--- config.mk ---
export PLATFORM = sky130hd
export DESIGN_NAME = rr_arbiter_8
export DESIGN_NICKNAME = d
export VERILOG_FILES = /design/src/rtl/arb_pkg.sv /design/src/rtl/decoder3x8.sv /design/src/rtl/rr_arbiter_8.sv
export SDC_FILE = /design/constraint.sdc
export NUM_CORES = 1
export LEC_CHECK = 0
export ABC_AREA = 1
export BUFFER_PORTS_ARGS = -buffer_cell sky130_fd_sc_hd__buf_2
export CAP_MARGIN = 40
export CORE_ASPECT_RATIO = 1.4
export CORE_MARGIN = 2
export CORE_UTILIZATION = 55
export CTS_BUF_LIST = sky130_fd_sc_hd__clkbuf_8 sky130_fd_sc_hd__clkbuf_16
export CTS_CLUSTER_DIAMETER = 120
export DETAILED_ROUTE_END_ITERATION = 6
export GPL_TIMING_DRIVEN = 0
export PLACE_DENSITY = 0.77
export SETUP_SLACK_MARGIN = 0.1
export SLEW_MARGIN = 20
export SYNTH_ARGS = -nofsm -noshare
export SYNTH_HDL_FRONTEND = slang
export SYNTH_HIERARCHICAL = 1
export SYNTH_SLANG_ARGS = --single-unit
--- constraint.sdc ---
create_clock -name clk -period 7.27 [get_ports clk]
set_input_delay 1.454 -clock clk [delete_from_list [all_inputs] [get_ports clk]]
set_output_delay 1.454 -clock clk [all_outputs]
set_load 0.005 [all_outputs]
--- src/rtl/arb_pkg.sv ---
// Shared types and the round-robin winner search for the 8-way arbiter.
package arb_pkg;

  localparam int NUM_REQ = 8;
  localparam int IDX_W   = 3;

  typedef enum logic {
    IDLE  = 1'b0,
    GRANT = 1'b1
  } state_t;

  typedef struct packed {
    logic             found;
    logic [IDX_W-1:0] idx;
  } pick_t;

  // First set bit of req scanning ptr+1, ptr+2, ... ptr+8 (wrapping).
  // ptr itself is the last candidate; callers that must skip the current
  // holder mask its bit out of req before calling.
  function automatic pick_t rr_pick(input logic [NUM_REQ-1:0] req,
                                    input logic [IDX_W-1:0]   ptr);
    pick_t            p;
    logic [IDX_W-1:0] cand;
    p.found = 1'b0;
    p.idx   = '0;
    // Walk from the farthest candidate to the nearest so the nearest wins.
    for (int i = NUM_REQ; i >= 1; i--) begin
      cand = ptr + IDX_W'(i);
      if (req[cand]) begin
        p.found = 1'b1;
        p.idx   = cand;
      end
    end
    return p;
  endfunction

endpackage

--- src/rtl/decoder3x8.sv ---
// 3-to-8 one-hot decoder with enable; all outputs low when disabled.
module decoder3x8 (
  input  logic [2:0] in,
  input  logic       en,
  output logic [7:0] out
);

  genvar gi;
  generate
    for (gi = 0; gi < 8; gi++) begin : g_dec
      assign out[gi] = en && (in == 3'(gi));
    end
  endgenerate

endmodule

--- src/rtl/rr_arbiter_8.sv ---
// Round-robin arbiter for eight requesters with grant locking and a bounded
// contended hold time. Grant is decoded from registers only.
module rr_arbiter_8
  import arb_pkg::*;
#(
  parameter int MAX_HOLD = 16
) (
  input  logic               clk,
  input  logic               rst_n,
  input  logic [NUM_REQ-1:0] req,
  output logic [NUM_REQ-1:0] gnt,
  output logic [IDX_W-1:0]   gnt_idx,
  output logic               gnt_valid
);

  localparam int CNT_W = $clog2(MAX_HOLD);
  localparam logic [CNT_W-1:0] HOLD_LAST = CNT_W'(MAX_HOLD - 1);

  state_t             state_reg, state_next;
  logic [IDX_W-1:0]   gnt_idx_reg, gnt_idx_next;
  logic               gnt_valid_reg, gnt_valid_next;
  logic [IDX_W-1:0]   ptr_reg, ptr_next;
  logic [CNT_W-1:0]   hold_cnt_reg, hold_cnt_next;

  logic [NUM_REQ-1:0] others;
  pick_t              pick_all;
  pick_t              pick_oth;

  // Requests other than the current holder; used at handover/preemption.
  assign others   = req & ~(NUM_REQ'(1) << gnt_idx_reg);
  assign pick_all = rr_pick(req, ptr_reg);
  assign pick_oth = rr_pick(others, ptr_reg);

  // State register with synchronous active-low reset; ptr=7 gives index 0
  // first priority after reset.
  always_ff @(posedge clk) begin
    if (!rst_n) begin
      state_reg     <= IDLE;
      gnt_idx_reg   <= '0;
      gnt_valid_reg <= 1'b0;
      ptr_reg       <= IDX_W'(NUM_REQ - 1);
      hold_cnt_reg  <= '0;
    end else begin
      state_reg     <= state_next;
      gnt_idx_reg   <= gnt_idx_next;
      gnt_valid_reg <= gnt_valid_next;
      ptr_reg       <= ptr_next;
      hold_cnt_reg  <= hold_cnt_next;
    end
  end

  // Next-state logic: acquire from IDLE, hand over on release, preempt at the
  // hold limit only when someone else is waiting.
  always_comb begin
    state_next     = state_reg;
    gnt_idx_next   = gnt_idx_reg;
    gnt_valid_next = gnt_valid_reg;
    ptr_next       = ptr_reg;
    hold_cnt_next  = hold_cnt_reg;
    case (state_reg)
      IDLE: begin
        if (pick_all.found) begin
          state_next     = GRANT;
          gnt_idx_next   = pick_all.idx;
          gnt_valid_next = 1'b1;
          ptr_next       = pick_all.idx;
          hold_cnt_next  = '0;
        end
      end
      GRANT: begin
        if (!req[gnt_idx_reg]) begin
          // Holder released: pass directly to the next requester, or go idle.
          if (pick_oth.found) begin
            gnt_idx_next  = pick_oth.idx;
            ptr_next      = pick_oth.idx;
            hold_cnt_next = '0;
          end else begin
            state_next     = IDLE;
            gnt_valid_next = 1'b0;
          end
        end else if (hold_cnt_reg == HOLD_LAST && pick_oth.found) begin
          // Contended holder has used its full window.
          gnt_idx_next  = pick_oth.idx;
          ptr_next      = pick_oth.idx;
          hold_cnt_next = '0;
        end else if (hold_cnt_reg != HOLD_LAST) begin
          hold_cnt_next = hold_cnt_reg + 1'b1;
        end
      end
      default: begin
        state_next     = IDLE;
        gnt_valid_next = 1'b0;
      end
    endcase
  end

  assign gnt_idx   = gnt_idx_reg;
  assign gnt_valid = gnt_valid_reg;

  decoder3x8 u_gnt_dec (
    .in  (gnt_idx_reg),
    .en  (gnt_valid_reg),
    .out (gnt)
  );

endmodule

After elaboration in Yosys (flattened, before gate mapping). Cells that the tools add are included.

Flip-flop bits (word level): 12. Input bits: 10. Output and inout port bits: 12.

$add $sub $neg: 8. Magnitude comparators: 9. Equality and inequality tests: 15. Shift operators: 1. Muxes and demuxes: 69. Bitwise gates (word level): 3. Reductions and logical operators: 13.

Operators by type and width (number): $mux 4 (21); $bmux 1 s3 (17); $lt 3x4->1 const B (9); $mux 1 (23); $add 3x3->3 const B (4); $eq 3x3->1 const B (4); $mux 3 (4); $logic_and 1x1->1 (9); $reduce_and 3->1 (3); $and 8x8->8 (1); $not 8->8 (1); $pmux 4 s2 (1); $shl 1x3->8 const A (1); $add 3x2->3 const B (2); $eq 3x2->1 const B (2); $ne 2x2->1 const B (3); $pmux 3 s2 (1); $add 4x1->4 const B (1); $eq 4x4->1 const B (1); $ne 4x2->1 const B (1); $ne 4x4->1 const B (1); $pmux 1 s2 (2); $add 3x1->3 const B (1); $eq 3x1->1 const B (1); other kinds (4) (4).

Depth between registers and ports, before layout.
Depth after elaboration: 17. Gate-level depth with buffers: 20. Depth with buffers taken out: 18.

Hierarchy. The synthesis kept the hierarchy.

Modules (own cells, without submodules): rr_arbiter_8 (instances 1, cells an instance 339, area each 1795.5 sq um, seq. area each 240.2 sq um); decoder3x8 (instances 1, cells an instance 17, area each 63.8 sq um, seq. area each 0.0 sq um).

Least setup slack after synthesis. Ideal clock, no wire load.

Path type: input-to-reg. Start: input port req[3]. End: register hold_cnt_reg[3]. Setup time: 0.064 ns. Arrival: 2.681 ns. Required time: 7.206 ns. Slack: 4.525 ns. Stages: 15. Cell sequence: nand3_1 nand3_1 nand3_1 nand2_1 inv_2 nand2_2 nor2_2 nand3_1 nand2_1 nand2_1 nand2_2 inv_2 nor2_4 nand2_1 nor2_1.

Cells in the longest elaborated chain, start to end: 15.

Ends and longest elaborated chain: start, declared (RTL line rr_arbiter_8.sv:10) `input logic [NUM_REQ-1:0] req,`; $and 8x8->8 (RTL line rr_arbiter_8.sv:30) `assign others = req & ~(NUM_REQ'(1) << gnt_idx_reg);`; $bmux 1 s3 (RTL line arb_pkg.sv:29) `if (req[cand]) begin`; $mux 1 (implied by the code) (RTL line arb_pkg.sv:29); $mux 4 (8 in series) (RTL line arb_pkg.sv:29); $logic_and 1x1->1 (RTL line rr_arbiter_8.sv:81) `end else if (hold_cnt_reg == HOLD_LAST && pick_oth.found) begin`; $mux 4 (RTL line rr_arbiter_8.sv:81); $mux 4 (RTL line rr_arbiter_8.sv:71) `if (!req[gnt_idx_reg]) begin`; $pmux 4 s2 (RTL line rr_arbiter_8.sv:60) `case (state_reg)`; end signal, assigned (RTL line rr_arbiter_8.sv:48) `hold_cnt_reg <= hold_cnt_next;`; end, declared (RTL line rr_arbiter_8.sv:23) `logic [CNT_W-1:0] hold_cnt_reg, hold_cnt_next;`.

Parallel ways exist; a longest one is shown, timed or not. The select of a mux whose other input is x is not followed. A chain may end at the register's enable or synchronous reset.

Worst setup path in the final report.
Start: register ptr_reg[1]. End: register hold_cnt_reg[3].

Cells in the longest elaborated chain, start to end: 14.

Ends and longest elaborated chain: start, declared (RTL line rr_arbiter_8.sv:22) `logic [IDX_W-1:0] ptr_reg, ptr_next;`; start signal, assigned (RTL line rr_arbiter_8.sv:41) `ptr_reg <= IDX_W'(NUM_REQ - 1);`; start signal, assigned (RTL line rr_arbiter_8.sv:47) `ptr_reg <= ptr_next;`; $add 3x3->3 or $bmux 1 s3 (tied branches) (RTL line arb_pkg.sv:28, arb_pkg.sv:29); $bmux 1 s3 or $mux 1 (tied branches) (RTL line arb_pkg.sv:29); $mux 1 (implied by the code) or $mux 4 (tied branches) (RTL line arb_pkg.sv:29); $mux 4 (7 in series) (RTL line arb_pkg.sv:29); $logic_and 1x1->1 (RTL line rr_arbiter_8.sv:81); $mux 4 (RTL line rr_arbiter_8.sv:81); $mux 4 (RTL line rr_arbiter_8.sv:71); $pmux 4 s2 (RTL line rr_arbiter_8.sv:60).

Parallel ways exist; a longest one is shown, timed or not. The select of a mux whose other input is x is not followed.

==> impl_summary.md <==
Outcome
The flow ran to the end, and the final reports show no timing, DRC or antenna violations.

Clock tree
The clock-pin slew of the registers on the worst-case setup and hold paths is 50 ps. Clock tree synthesis selected as its root buffer the cell sky130_fd_sc_hd__clkbuf_8. TritonCTS built the clock tree. At the later pin of the worst-skew pair, clock insertion delay measures 240 ps.

The count of hold-fix buffers inserted at cts is 0. The clock net in this run drives a total of 12 sinks. The number of H-tree levels is 1. Post-CTS timing repair inserted 0 buffers for setup.

The number of cells upsized or downsized after cts is 0. The largest buffer count on any clock path is 2. The total CTS buffers is 3.

Yosys
Summing the areas of all fa, ha and maj instances in the mapped netlist gives 2.02% of the synthesized area. The area fraction in and, or, nand and nor cells after synthesis is 55.7%. The cell area after synthesis is 0.00186 mm^2. The number of register bits inferred by synthesis is 12.

The number of nets handed over by synthesis was 369. The synthesized netlist devotes 2.69% of its cell area to XOR and XNOR gates. The number of instances in the synthesized netlist is 356. In this run the mean area of a mapped cell was 5.22 um^2. The largest family of logic cells by synthesized area is simple AND/OR/NAND/NOR gates.

The synthesized netlist devotes 14.1% of its cell area to compound gates. The fraction of the yosys area taken by sequential cells is 12.9%. The number of warning messages in the yosys log is 6. The multiplexer fraction of the synthesized cell area is 0%. The unique cell type count in the Yosys netlist is 30.

Critical path
The largest individual stage delay along the critical path comes from the cell sky130_fd_sc_hd__clkbuf_1. STA classifies the critical path startpoint as a register. The required arrival time at the worst endpoint is 7440 ps.

The worst setup path is captured at a register. The signal on the critical path passes through buf_2 > inv_1 > buf_2 > ha_1 > inv_1 > clkbuf_1 > nand3_1 > nand3_1 > nand2_1 > inv_2 > nand2_2 > nor2_2 > nand3_1 > nand2_1 > nand2_1 > nand2_2 > inv_2 > nor2_4 > nand2_1 > nor2_1. The startpoint-to-endpoint class of the critical path is reg -> reg.

The peak per-stage delay on the critical path is 380 ps. At the worst endpoint, the arrival time is 3260 ps. By instance count, the cell type seen most on the critical path is sky130_fd_sc_hd__nand2_1. Counting cells, the worst reg-to-reg path comes to 20. In this run the worst path has a maximum fanout of 10.

GRT
Summed over all layers, the global routing overflow is 0. The number of global-route vias before repair is 2124. The maximum number of pins on one net before global-route repair is 11.

The number of antenna violations at the first check in global routing came to 0. The combined global-route utilization of all metal layers is 29.9%. The first global-routing pass estimated 8870 um of wire.

Routing
The detail route stage leaves a number of antenna-violating nets equal to 0. Dividing the detail-routed via count by the number of cells gives 5.61. Before antenna repair, the detailed router went through 6 iterations.

The wire length reported by the detailed router is 5430 um. Across all layers, the routed design uses 2356 vias. The number of violations reported at the end of detailed-routing iteration 0 is 97.

In the routed design, unresolved DRC markers number 0. The wire length per cell after detailed routing is 12.9 um.

Timing
The top achievable clock speed is 0.323 GHz. In this run the tightest slew margin relative to its limit is 64.8%. The final number of max-transition violations is 0. The minimum clock period after layout is 3100 ps. The worst path uses 42.6% of the clock period.

The final number of hold-violating endpoints is 0. For the pin with the worst max-slew slack, the measured transition is 528 ps. The final setup violation count is 0. The post-route setup TNS is 0 ps.

On the final layout, the worst clock skew is 2.81 ps. Setup repair after global routing left no endpoint under its margin.

Floorplan
The initialized floorplan defines 25 standard-cell rows. The total area inside the core boundary comes to 0.00332 mm^2. The die is 53.1 um wide. The height of the die is 72.8 um. The I/O pin count is 22. The starting density of the core is 56.1%. The die area is 0.00387 mm^2.

Min path
The number of cells on the worst hold path is 2. The worst hold-check path type is reg -> reg.

Layout
The number of flip-flops under the largest register name is 4. The number of antenna repair diodes is 0. Counting the fill cells in the layout gives 390.

The post-route netlist has 13.7% of its cells at a drive strength greater than 1. The register cell area after layout is 240 um^2. The area used by multi-input combinational logic is 0.00139 mm^2. The area growth from synthesis to layout is 10.6%. Excluding fillers, the count of instances in the completed layout stands at 420.

The number of nets at the end of the flow is 395.

Run
The tool flagged a number of max-cap violations equal to 0.

Placed design
The last weighted congestion value of the routability-driven placer is 0.981. Buffers placed on the I/O ports in this run total 21. The HPWL after detailed placement is 4390 um.

The placed cell count is 417.
## layout by cell type (no fill, tap or decap)
cell	instances
sky130_fd_sc_hd__o211ai_1	5
sky130_fd_sc_hd__nor2_1	18
sky130_fd_sc_hd__xnor2_2	2
sky130_fd_sc_hd__ha_1	3
sky130_fd_sc_hd__buf_2	27
sky130_fd_sc_hd__nand2_1	118
sky130_fd_sc_hd__nand4_1	2
sky130_fd_sc_hd__inv_1	37
sky130_fd_sc_hd__clkbuf_8	3
sky130_fd_sc_hd__inv_2	8
sky130_fd_sc_hd__xor2_1	1
sky130_fd_sc_hd__o2111ai_1	1
sky130_fd_sc_hd__nand3_1	90
sky130_fd_sc_hd__a221oi_1	1
sky130_fd_sc_hd__nand3_2	1
sky130_fd_sc_hd__nor3_2	1
sky130_fd_sc_hd__nor2_2	2
sky130_fd_sc_hd__a21boi_0	1
sky130_fd_sc_hd__dfxtp_1	12
sky130_fd_sc_hd__buf_1	1
sky130_fd_sc_hd__a21oi_1	25
sky130_fd_sc_hd__a31oi_1	1
sky130_fd_sc_hd__nand2_2	3
sky130_fd_sc_hd__buf_4	3
sky130_fd_sc_hd__a31oi_4	1
sky130_fd_sc_hd__clkbuf_1	2
sky130_fd_sc_hd__xnor2_1	1
sky130_fd_sc_hd__a211oi_1	1
sky130_fd_sc_hd__o21ai_1	2
sky130_fd_sc_hd__o21ai_0	6
sky130_fd_sc_hd__nor2_4	1
## worst max-delay path, delay by kind of cell (launching register included)
family	cells	cell delay (ps)
DFF	1	320
adders and majority gates	1	340
buffers and inverters	7	1090
and+or+nand+nor	12	1270
## synthesized netlist by cell type (all sizes together)
cell / n / share of area (%)
nand2: 121 / 25
nand3: 91 / 25
inv: 45 / 9.1
a21oi: 25 / 6.7
nor2: 21 / 4.9
dfxtp: 12 / 13
buf: 10 / 3.0
o21ai: 8 / 2.2
o211ai: 5 / 2.0
ha: 3 / 2.0
xnor2: 3 / 2.2
a31oi: 2 / 1.5
clkbuf: 2 / 0.40
nand4: 2 / 0.67
a211oi: 1 / 0.40
a21boi: 1 / 0.40
a221oi: 1 / 0.47
nor3: 1 / 0.54
o2111ai: 1 / 0.47
xor2: 1 / 0.47
## stage by stage
| stage | setup slack (ps) | area [um^2] | hold WS (ps) | utilization, % |
|---|---|---|---|---|
| after global routing | 3820 | 2060 | 531 | 62.0 |
| after global placement | 4120 | 2010 | 471 | 60.8 |
| after CTS | 4210 | 2060 | 490 | 62.0 |
| final | 4170 | 2060 | 484 | 62.0 |
| after floorplan | 4530 | 1860 | 459 | - |
| after detailed placement | 4070 | 2010 | 484 | 60.8 |
## final cells by class
class                           instances  area share, %
Buffer                                 12           3.10
Clock buffer                            3           2.01
Inverter                               45           8.22
Multi-Input combinational cell        287           67.4
Sequential cell                        12           11.7
Tap cell                               40           2.43
Timing Repair Buffer                   21           5.11
## worst paths after layout
| path | start | end | slack [ps] |
|---|---|---|---|
| hold reg to reg | hold_cnt_reg[1]$_SDFFE_PN0P_ | hold_cnt_reg[1]$_SDFFE_PN0P_ | 480 |
| hold / removal | hold_cnt_reg[1]$_SDFFE_PN0P_ | hold_cnt_reg[1]$_SDFFE_PN0P_ | 480 |
| setup / recovery | ptr_reg[1]$_SDFFE_PN1P_ | hold_cnt_reg[3]$_SDFFE_PN0P_ | 4170 |
| setup reg to reg | ptr_reg[1]$_SDFFE_PN1P_ | hold_cnt_reg[3]$_SDFFE_PN0P_ | 4170 |
## kinds of logic (layout without fill, tap and decap cells)
logic type	Yosys count	in the layout
buf+inv	57	81
flops	12	12
simple gates	236	236
fa+ha+maj	3	3
xor+xnor	4	4
compound gates	44	44
## metal layers
metal	share of wire, %	global-route usage (%)
met1	42	34.6
met2	51	54.4
met3	3.6	2.46
met4	3.6	12.8
met5	0	0
Power is left out: the tool's default activity adds up to more than one toggle a clock period on the data nets, which glitch-free logic cannot reach.
